<file path="config.mk">
export PLATFORM = sky130hd
export DESIGN_NAME = sonic_rx_dma_reader
export DESIGN_NICKNAME = d
export VERILOG_FILES = /design/src/rtl/sonic_rx_dma_reader.sv
export SDC_FILE = /design/constraint.sdc
export NUM_CORES = 1
export LEC_CHECK = 0
export BUFFER_PORTS_ARGS = -buffer_cell sky130_fd_sc_hd__buf_2
export CORE_AREA = 3 3 179 181
export CTS_BUF_LIST = sky130_fd_sc_hd__clkbuf_8
export CTS_CLUSTER_DIAMETER = 120
export DETAILED_ROUTE_END_ITERATION = 7
export DIE_AREA = 0 0 182 184
export PLACE_DENSITY = 0.81
export SYNTH_ARGS = -nofsm -noshare
export SYNTH_HDL_FRONTEND = slang
export SYNTH_SLANG_ARGS = --single-unit
export TNS_END_PERCENT = 10
</file>
<file path="constraint.sdc">
create_clock -name clk -period 14.11 [get_ports clk]
set_input_delay 0.7055 -clock clk [delete_from_list [all_inputs] [get_ports clk]]
set_output_delay 0.7055 -clock clk [all_outputs]
set_load 0.01 [all_outputs]
</file>
<file path="src/rtl/sonic_rx_dma_reader.sv">
// sonic_rx_dma_reader
// Pulls fixed-size bursts of owords out of the SoNIC RX ring and hands them
// to the DMA write requester.  Reads are issued only when there is room in a
// small skid FIFO for every read already in flight, so a DMA stall can never
// overflow the FIFO.  Steady-state throughput is one beat per cycle.

`ifndef RX_READ_ADDR_WIDTH
`define RX_READ_ADDR_WIDTH 12
`endif
`ifndef USED_QWORDS_WIDTH
`define USED_QWORDS_WIDTH 13
`endif

module sonic_rx_dma_reader #(
    parameter int OUTPUT_WIDTH = 128,
    parameter int ADDR_WIDTH   = `RX_READ_ADDR_WIDTH,
    parameter int BURST_OWORDS = 16,
    parameter int RAM_LATENCY  = 2
) (
    input  logic                          clk,
    input  logic                          reset_n,
    input  logic                          enable,
    input  logic [`USED_QWORDS_WIDTH-1:0] rdusedqwords,
    input  logic [OUTPUT_WIDTH-1:0]       read_data,
    output logic [ADDR_WIDTH-1:0]         rd_address_owords,
    output logic                          rdreq,
    output logic                          rdena,
    output logic [OUTPUT_WIDTH-1:0]       dma_data,
    output logic                          dma_valid,
    output logic                          dma_sop,
    output logic                          dma_eop,
    input  logic                          waitrequest,
    output logic                          busy,
    output logic [31:0]                   bursts_done
);

    // ------------------------------------------------------------------
    // Sizing
    // ------------------------------------------------------------------
    // Skid FIFO holds one entry per read that can be outstanding.
    localparam int DEPTH  = RAM_LATENCY + 1;
    // DEPTH is 2..4, so one or two pointer bits are enough.
    localparam int PTR_W  = (DEPTH > 2) ? 2 : 1;
    // Occupancy counter holds 0..DEPTH.
    localparam int CNT_W  = 3;
    // FIFO occupancy plus in-flight reads can briefly reach DEPTH+RAM_LATENCY.
    localparam int OCC_W  = 4;
    localparam int BEAT_W = (BURST_OWORDS > 1) ? $clog2(BURST_OWORDS) : 1;
    localparam int UQW    = `USED_QWORDS_WIDTH;

    // The ring reports qwords; a burst needs two qwords per oword.
    localparam logic [UQW-1:0]    START_LEVEL = UQW'(2 * BURST_OWORDS);
    localparam logic [BEAT_W-1:0] LAST_BEAT   = BEAT_W'(BURST_OWORDS - 1);
    localparam logic [PTR_W-1:0]  LAST_PTR    = PTR_W'(DEPTH - 1);

    typedef enum logic [1:0] {
        IDLE  = 2'd0,
        ISSUE = 2'd1,
        DRAIN = 2'd2
    } state_t;

    // ------------------------------------------------------------------
    // State
    // ------------------------------------------------------------------
    state_t                  state_q;
    state_t                  state_d;
    logic [BEAT_W-1:0]       issue_cnt_q;   // reads issued in current burst
    logic [BEAT_W-1:0]       beat_q;        // beats transferred in current burst
    logic [ADDR_WIDTH-1:0]   addr_q;
    logic [RAM_LATENCY-1:0]  pipe_q;        // bit i set: a read issued i+1 cycles ago
    logic [OUTPUT_WIDTH-1:0] fifo_mem [0:DEPTH-1];
    logic [PTR_W-1:0]        wr_ptr_q;
    logic [PTR_W-1:0]        rd_ptr_q;
    logic [CNT_W-1:0]        count_q;
    logic [31:0]             bursts_q;

    // ------------------------------------------------------------------
    // Combinational helpers
    // ------------------------------------------------------------------
    logic             push;
    logic             pop;
    logic             eop_xfer;
    logic             can_issue;
    logic [OCC_W-1:0] inflight;
    logic [OCC_W-1:0] occupancy;

    // DMA handshake: a beat transfers in any cycle where dma_valid=1 and
    // waitrequest=0.  While dma_valid=1 and waitrequest=1 the head of the FIFO
    // and the beat counter are frozen, so dma_data/dma_sop/dma_eop hold.
    // dma_valid never depends on waitrequest.
    assign dma_valid = (count_q != '0);
    assign dma_data  = fifo_mem[rd_ptr_q];
    assign dma_sop   = dma_valid && (beat_q == '0);
    assign dma_eop   = dma_valid && (beat_q == LAST_BEAT);
    assign pop       = dma_valid && !waitrequest;
    assign eop_xfer  = pop && dma_eop;

    // Data for a read issued RAM_LATENCY cycles ago is on read_data now.
    assign push      = pipe_q[RAM_LATENCY-1];

    assign rd_address_owords = addr_q;
    assign rdena             = 1'b1;
    assign busy              = (state_q != IDLE);
    assign bursts_done       = bursts_q;

    // Count reads still travelling through the RAM pipeline.
    always_comb begin
        inflight = '0;
        for (int i = 0; i < RAM_LATENCY; i++) begin
            inflight = inflight + OCC_W'(pipe_q[i]);
        end
    end

    // Occupancy is what the FIFO will hold once this cycle's pop (if any)
    // leaves, plus every read that will still land in it.  Counting the pop
    // lets a new read go out every cycle while the DMA is draining, and a
    // new read is only allowed if its data is guaranteed a slot.
    always_comb begin
        occupancy = OCC_W'(count_q) + inflight - OCC_W'(pop);
        can_issue = (occupancy < OCC_W'(DEPTH));
    end

    // ------------------------------------------------------------------
    // FSM
    // ------------------------------------------------------------------
    // Next-state and read-issue decode.
    always_comb begin
        state_d = state_q;
        rdreq   = 1'b0;
        case (state_q)
            IDLE: begin
                // Wait for a full burst to be sitting in the ring.
                if (enable && (rdusedqwords >= START_LEVEL)) begin
                    state_d = ISSUE;
                end
            end
            ISSUE: begin
                // enable is ignored here: a started burst always completes.
                if (can_issue) begin
                    rdreq = 1'b1;
                    if (issue_cnt_q == LAST_BEAT) begin
                        state_d = DRAIN;
                    end
                end
            end
            DRAIN: begin
                if (eop_xfer) begin
                    state_d = IDLE;
                end
            end
            default: begin
                state_d = IDLE;
            end
        endcase
    end

    // State register.
    always_ff @(posedge clk) begin
        if (!reset_n) begin
            state_q <= IDLE;
        end else begin
            state_q <= state_d;
        end
    end

    // Read address and per-burst issue count; both advance once per read.
    // The issue count is BEAT_W bits wide so it returns to zero by itself
    // after the last read of a burst.
    always_ff @(posedge clk) begin
        if (!reset_n) begin
            addr_q      <= '0;
            issue_cnt_q <= '0;
        end else if (rdreq) begin
            addr_q      <= addr_q + ADDR_WIDTH'(1);
            issue_cnt_q <= issue_cnt_q + BEAT_W'(1);
        end
    end

    // Track reads travelling through the RAM read pipeline.
    always_ff @(posedge clk) begin
        if (!reset_n) begin
            pipe_q <= '0;
        end else begin
            for (int i = RAM_LATENCY - 1; i > 0; i--) begin
                pipe_q[i] <= pipe_q[i-1];
            end
            pipe_q[0] <= rdreq;
        end
    end

    // ------------------------------------------------------------------
    // Skid FIFO
    // ------------------------------------------------------------------
    function automatic logic [PTR_W-1:0] ptr_inc(input logic [PTR_W-1:0] p);
        return (p == LAST_PTR) ? '0 : p + PTR_W'(1);
    endfunction

    // FIFO pointers and occupancy; push and pop together leave it unchanged.
    always_ff @(posedge clk) begin
        if (!reset_n) begin
            wr_ptr_q <= '0;
            rd_ptr_q <= '0;
            count_q  <= '0;
        end else begin
            if (push) begin
                wr_ptr_q <= ptr_inc(wr_ptr_q);
            end
            if (pop) begin
                rd_ptr_q <= ptr_inc(rd_ptr_q);
            end
            case ({push, pop})
                2'b10:   count_q <= count_q + CNT_W'(1);
                2'b01:   count_q <= count_q - CNT_W'(1);
                default: count_q <= count_q;
            endcase
        end
    end

    // FIFO storage; contents are don't-care until the count says otherwise.
    always_ff @(posedge clk) begin
        if (push) begin
            fifo_mem[wr_ptr_q] <= read_data;
        end
    end

    // ------------------------------------------------------------------
    // Beat framing and statistics
    // ------------------------------------------------------------------
    // Beat position within the burst (wraps at BURST_OWORDS) and the
    // completed-burst counter (wraps at 2^32).
    always_ff @(posedge clk) begin
        if (!reset_n) begin
            beat_q   <= '0;
            bursts_q <= '0;
        end else begin
            if (pop) begin
                beat_q <= beat_q + BEAT_W'(1);
            end
            if (eop_xfer) begin
                bursts_q <= bursts_q + 32'd1;
            end
        end
    end

endmodule

</file>
==> results of run 1 <==
-- layout by cell type, fill, tap and decap left out, types with 11 or more instances in the layout --
master and count:
inv_1 44, nand4_1 19, buf_4 14, nand3_1 20, xnor2_1 15, o31ai_1 11, o21ai_0 138, edfxtp_1 384
mux2i_1 133, buf_2 316, nor2_1 45, clkinv_1 16, a21oi_1 30, or4_1 11, xor2_1 14, nand2_1 155
clkbuf_8 72, dfxtp_1 63, nor3_1 11
-- final timing paths --
path	slack, ns	to	cells after the start	start
hold reg to reg	0.49	issue_cnt_q[3]	2	issue_cnt_q[3]
setup reg to reg	10.15	rd_address_owords[10]	11	count_q[1]
setup / recovery	9.11	rdreq	11	count_q[1]
hold / removal	0.31	fifo_mem[2][109]	1	read_data[109]
-- sequential cells by signal (all words and copies together), names as in the netlist, 3 cells and up, named ones only --
register / cells
fifo_mem: 384
issue_cnt_q: 4
bursts_done: 32
rd_address_owords: 12
count_q: 3
beat_q: 4
-- stage by stage --
stage | total power, mW | hold slack (ns)
6_report | 3.242 | 0.3074
5_1_grt | 3.405 | 0.2740
4_1_cts | 3.277 | 0.2655
3_5_place_dp | 2.282 | 0.4755
3_3_place_gp | 2.260 | 0.4608
2_1_floorplan | 2.024 | 0.4524
-- logic make-up after synthesis --
group	after synthesis
and+or+nand+nor	313
other	1
AOI/OAI and AO/OA	183
muxes	133
DFF	449
xor gates and xnor gates	29
adders and majority gates	10
buffers and inverters	76
-- critical path: cells and delay by family, from the launching register on --
kind	cells	cell delay, ns
flip-flops	1	0.43
AND/OR/NAND/NOR	5	1.30
buffers and inverters	3	0.45
adder cells (fa/ha/maj)	2	0.80
XOR/XNOR	1	0.71
-- power by group through the flow --
| stage | combinational [mW] | clock [mW] | sequential [mW] |
|---|---|---|---|
| after global placement | 0.686 | 0 | 1.57 |
| final | 0.700 | 0.991 | 1.55 |
| after CTS | 0.708 | 1.02 | 1.55 |
| after global routing | 0.768 | 1.08 | 1.56 |
| after detailed placement | 0.703 | 0 | 1.58 |
| after floorplan | 0.455 | 0 | 1.57 |
-- cell type report --
class | instances | share of cell area [%]
multi-input combinational | 669 | 20.32
inverter | 16 | 0.2921
antenna | 9 | 0.1095
clock buffer | 72 | 4.819
tap | 396 | 2.409
timing repair buffer | 330 | 8.202
sequential | 449 | 62.44
clock inverter | 55 | 1.412
-- layer usage --
layer,part of all wire (%),vias up
met2,50,374
met5,0.060,-
met3,7.6,87
met4,3.2,4
li1,-,5157
met1,39,5336
==> flow_summary.yaml, run 1 <==
run:
  max-cap-violations: 0
die:
  rows: 64
  die_area_sq_mm: 0.03349
  die_w_microns: 182
  die_h_microns: 184
  start_util_pct: 56.53
  core-area_sq_mm: 0.03059
  io-pin-count: 323
drt:
  final_antenna_net_count: 0
  totalWireLength_microns: 36830
  drt_iter0_markers: 572
  viasPerCell: 5.490
  first_pass_iters: 5
  num_vias: 10960
  route.detailed.drc: 0
  wl_per_cell_microns: 18.45
logic_synthesis:
  synth_cell_types: 45
  synth_top_cell_by_area: "edfxtp_1"
  yosys.area.top_type_share_pct: 66.68
  ys_seq_area_share_pct: 74.21
  synthCells: 1194
  avgSynthCellArea_sq_um: 14.48
  synth_ff_type: "edfxtp_1"
  ys_ff_latch: 449
  yosysMostFrequentCell: "edfxtp_1"
  synth_warnings: 0
  synth_commonest_cells: "384 x edfxtp_1, 155 x nand2_1, 138 x o21ai_0, 133 x mux2i_1, 65 x dfxtp_1"
  synth-simple-area-share_pct: 8.487
  synth_top_family_by_area: "simple AND/OR/NAND/NOR gates"
  async_reset_ff_share_pct: 0
  syn_area_sq_mm: 0.01729
  synth_edf_count: 384
  synth_area_leaders: "edfxtp_1 67%, mux2i_1 7.7%, dfxtp_1 7.5%"
  synth_adder_area_share_pct: 0.8538
  synth_xor_area_share_pct: 1.469
  synth_compound_area_share_pct: 5.513
  syn_nets: 1349
  synthMuxAreaShare_pct: 7.698
final_layout:
  design_area_sq_mm: 0.02056
  finalNonFillerCells: 1996
  final_util_pct: 67.22
  ff_latch_area_sq_mm: 0.01284
  multi_input_area_sq_mm: 0.004178
  nNetsFinal: 1692
  drive_gt1_share_pct: 26.90
  num-fill-cells: 2200
  syn_to_final_growth_pct: 18.91
setup_path:
  crit_fanout: 18
  critPathCaptureType: "primary output"
  arrival_ns: 4.29
  critPathMaxStageDelay_ns: 0.71
  path_cells: "nor3_1, buf_4, or3_1, nand2_1, inv_1, fa_1, fa_1, xnor2_1, or3_1, nor2_1, buf_2"
  cp-start-kind: "flip-flop"
  worstPathRequired_ns: 13.40
  cpMaxStageDelayCell: "xnor2_1"
  crit_type: "reg -> out"
power_and_ir_drop:
  power_frac_clock_pct: 30.6
  power.sequential.fraction_pct: 47.8
  p_sw_share_pct: 29.92
  ir_worst_vdd_v: 0.00009932
  combPwrFrac_pct: 21.6
  power.internal_mw: 2.272
  p_leak_nw: 7.216
  power_density_mw_per_mm2: 157.6
  p_sw_uw: 969.9
cts:
  cts_htree_levels: 3
  cts_resized: 0
  cts_max_path_buffers: 3
  numCtsBuffers: 71
  cts_tree: "done"
  clk_latency_ns: 0.59
  cts_root_buf: "clkbuf_8"
  cts_setup_buffers: 0
  cts.clk_slew.worst_paths_ns: 0.06
  cts_sinks: 449
  ctsHoldBuffers: 0
place:
  dp_slack_ns: 9.536
  dp.cells: 1860
  portBuffers: 316
  hpwl_microns: 23130
  place.gp.congestion: 0.8347
  dpl-instance-area_sq_mm: 0.01926
min_path:
  hp-class: "in -> reg"
sta:
  fmax_mhz: 200.2
  relSlewSlack_pct: 22.48
  tightest_slew_ns: 1.152
  grt_setup_unrepaired: "false"
  fin_crit_ns: 4.995
  slew_viol_final: 0
  setup_viol: 0
  finalHoldViolations: 0
  fin_ws_ns: 9.115
  post-route-period-util_pct: 35.40
  tns_ns: 0
  finClkSkew_ns: 0.03023
global_route:
  grt_pass1_wl_microns: 57790
  gr-usage-met2_pct: 36.12
  grtUsageMet1_pct: 26.27
  antenna_found_initial: 10
  gr-total-overflow: 0
  grt_busiest_layer: "met2"
  grt_pass1_vias: 11200
  grt_use_met3_pct: 6.233
  grt_use_total_pct: 21.57
  grt_max_degree: 117
status:
  status: "finished, final reports clean"
(Power assumes the default switching activity.)
==> run 2, diff against run 1 <==
ABC_AREA = 1   (was unset)
CORE_AREA = 3 3 188 190   (was 3 3 179 181)
DIE_AREA = 0 0 191 193   (was 0 0 182 184)
PLACE_DENSITY = 0.78   (was 0.81)
clock period = 4 ns   (was 14.11 ns; I/O delays follow)
==> flow_summary.yaml, run 2 <==
status:
  status: "finished, final reports clean"
cts:
  numCtsBuffers: 70
  clk_latency_ns: 0.63
  cts_sinks: 449
  cts_max_path_buffers: 3
  cts_tree: "done"
  cts_htree_levels: 3
  cts.clk_slew.worst_paths_ns: 0.06
  cts_root_buf: "clkbuf_8"
power_and_ir_drop:
  power_density_mw_per_mm2: 603.0
  totalPowerFinal_mw: 13.40
  ir_worst_vdd_v: 0.0004425
  p_leak_nw: 8.438
sta:
  grt_setup_unrepaired: "false"
  post-route-period-util_pct: 93.34
  finalHoldViolations: 0
  slew_viol_final: 0
  setup_viol: 0
  hold_ws_ns: 0.08547
  fmax_mhz: 267.8
  finClkSkew_ns: 0.02290
  tightest_slew_ns: 1.084
  fin_crit_ns: 3.734
  relSlewSlack_pct: 27.74
global_route:
  grt_pass1_wl_microns: 68060
  grt_max_degree: 85
  grt_use_total_pct: 23.43
  antenna_found_initial: 3
  gr-total-overflow: 0
  grt_pass1_vias: 12920
final_layout:
  largest_register_ffs: 384
  finalNonFillerCells: 2452
  final_common_cell: "edfxtp_1"
  num-fill-cells: 2375
  mostFrequentLayoutCells: "384 x edfxtp_1, 316 x buf_2, 302 x a21oi_1, 291 x nand2_1, 204 x nor2_1"
  drive_gt1_share_pct: 22.26
  top_register: "fifo_mem"
  syn_to_final_growth_pct: 26.52
  nNetsFinal: 2107
drt:
  wl_per_cell_microns: 18.03
  viasPerCell: 5.319
  first_pass_iters: 5
  drt_iter0_markers: 969
  route.detailed.drc: 0
  num_vias: 13040
  totalWireLength_microns: 44210
  final_antenna_net_count: 0
place:
  dp.cells: 2198
  portBuffers: 316
  hpwl_microns: 24100
  place.gp.congestion: 0.8580
logic_synthesis:
  synth_warnings: 0
  synth_top_cell_by_area: "edfxtp_1"
  synth_ff_type: "edfxtp_1"
  yosys.area.top_type_share_pct: 65.66
  synth_area_leaders: "edfxtp_1 66%, a21oi_1 8.6%, dfxtp_1 7.4%"
  synth_cell_types: 39
  synth_edf_count: 384
  async_reset_ff_share_pct: 0
  ys_seq_area_share_pct: 73.07
  ys_ff_latch: 449
  syn_area_sq_mm: 0.01756
  synthCells: 1488
  syn_nets: 1643
  synth_commonest_cells: "384 x edfxtp_1, 302 x a21oi_1, 291 x nand2_1, 205 x nor2_1, 65 x dfxtp_1"
  yosysMostFrequentCell: "edfxtp_1"
  avgSynthCellArea_sq_um: 11.80
setup_path:
  critPathCaptureType: "primary output"
  crit_type: "reg -> out"
  arrival_ns: 3.53
  cp-start-kind: "flip-flop"
  crit_fanout: 17
  worstPathRequired_ns: 3.80
min_path:
  hp-class: "in -> reg"
run:
  max-cap-violations: 0
die:
  die_h_microns: 193
  core-area_sq_mm: 0.03362
  die_w_microns: 191
  die_area_sq_mm: 0.03686
  start_util_pct: 52.24
  io-pin-count: 323
  rows: 67
## run 2: changes by cell type after synthesis, moves of 9 or more
| cell | previous run | this run |
|---|---|---|
| a21oi_1 | 30 | 302 |
| inv_1 | 16 | 58 |
| mux2i_1 | 133 | 0 |
| nand2_1 | 155 | 291 |
| nand4_1 | 19 | 7 |
| nor2_1 | 47 | 205 |
| o21ai_0 | 138 | 16 |
| o31ai_1 | 11 | 0 |
| or3_1 | 10 | 0 |
| or4_1 | 11 | 0 |
| xnor2_1 | 15 | 6 |
## run 2: final timing paths
check | slack (ns) | end | startpoint | cells past startpoint
max reg2reg | 0.85 | rd_address_owords[7] | count_q[1] | 15
min | 0.09 | bursts_done[21] | reset_n | 3
max | 0.27 | rdreq | count_q[1] | 14
min reg2reg | 0.44 | pipe_q[1] | pipe_q[0] | 2
## run 2: critical path: stages (launching register included)
cell	delay, ns
dfxtp_2	0.37
inv_1	0.11
nand3_4	0.14
nand2_2	0.15
nor2_4	0.16
inv_1	0.10
nand2_1	0.13
inv_1	0.08
fa_1	0.42
fa_1	0.51
o21ai_0	0.08
nor2_1	0.21
nand3_2	0.16
inv_6	0.16
buf_2	0.15
## run 2: stage by stage
step                setup WS (ns)  utilization [%]  setup TNS [ns]  cell area (sq um)
detailed placement         0.6501            58.37               0              19620
finish                     0.2665            66.09               0              22220
global placement           0.8190            58.37               0              19620
global route              0.02545            66.08               0              22210
CTS                       0.02826            66.00               0              22190
floorplan                  -1.923                -         -492.52              17570
## run 2: logic make-up after synthesis
group / Yosys count / share of synthesized area (%)
xor+xnor: 13 / 0.6484
other cells: 1 / 0.02135
flops: 449 / 73.07
fa+ha+maj: 10 / 0.8407
simple gates: 562 / 13.20
buf+inv: 126 / 2.765
compound gates: 327 / 9.455
## run 2: area by class of cell
cell class / count / area, sq um / area share [%]
Inverter: 60 / 240.2 / 1.081
Tap cell: 448 / 560.5 / 2.523
Antenna cell: 5 / 12.51 / 0.05632
Clock buffer: 73 / 1005 / 4.522
Timing Repair Buffer: 458 / 3020 / 13.59
Clock inverter: 46 / 265.3 / 1.194
Multi-Input combinational cell: 913 / 4273 / 19.23
Sequential cell: 449 / 12840 / 57.80
## run 2: per-layer routing
metal  share of wire (%)  vias to the layer above  track usage [%]
met1                  39                     6172            28.56
met3                 9.0                      110            6.183
li1                    -                     6140                -
met2                  50                      620            40.32
met4                 2.9                        0            8.975
met5                   0                        -                0
## run 2: power by group
| group | switching, mW | total [mW] | internal, mW |
|---|---|---|---|
| logic | 2.80 | 4.33 | 1.53 |
| clock network | 1.76 | 3.59 | 1.83 |
| registers | 0.172 | 5.48 | 5.31 |
| total | 4.74 | 13.4 | 8.66 |
## run 2: what timing repair did
item | 4_1_cts | 5_1_grt
buffers inserted | 0 | 1
pin swaps | 0 | 1
endpoints found under the setup margin | 1 | 1
hold endpoints to repair | 393 | 0
resized for setup | 1 | 4
hold buffers | 129 | 0
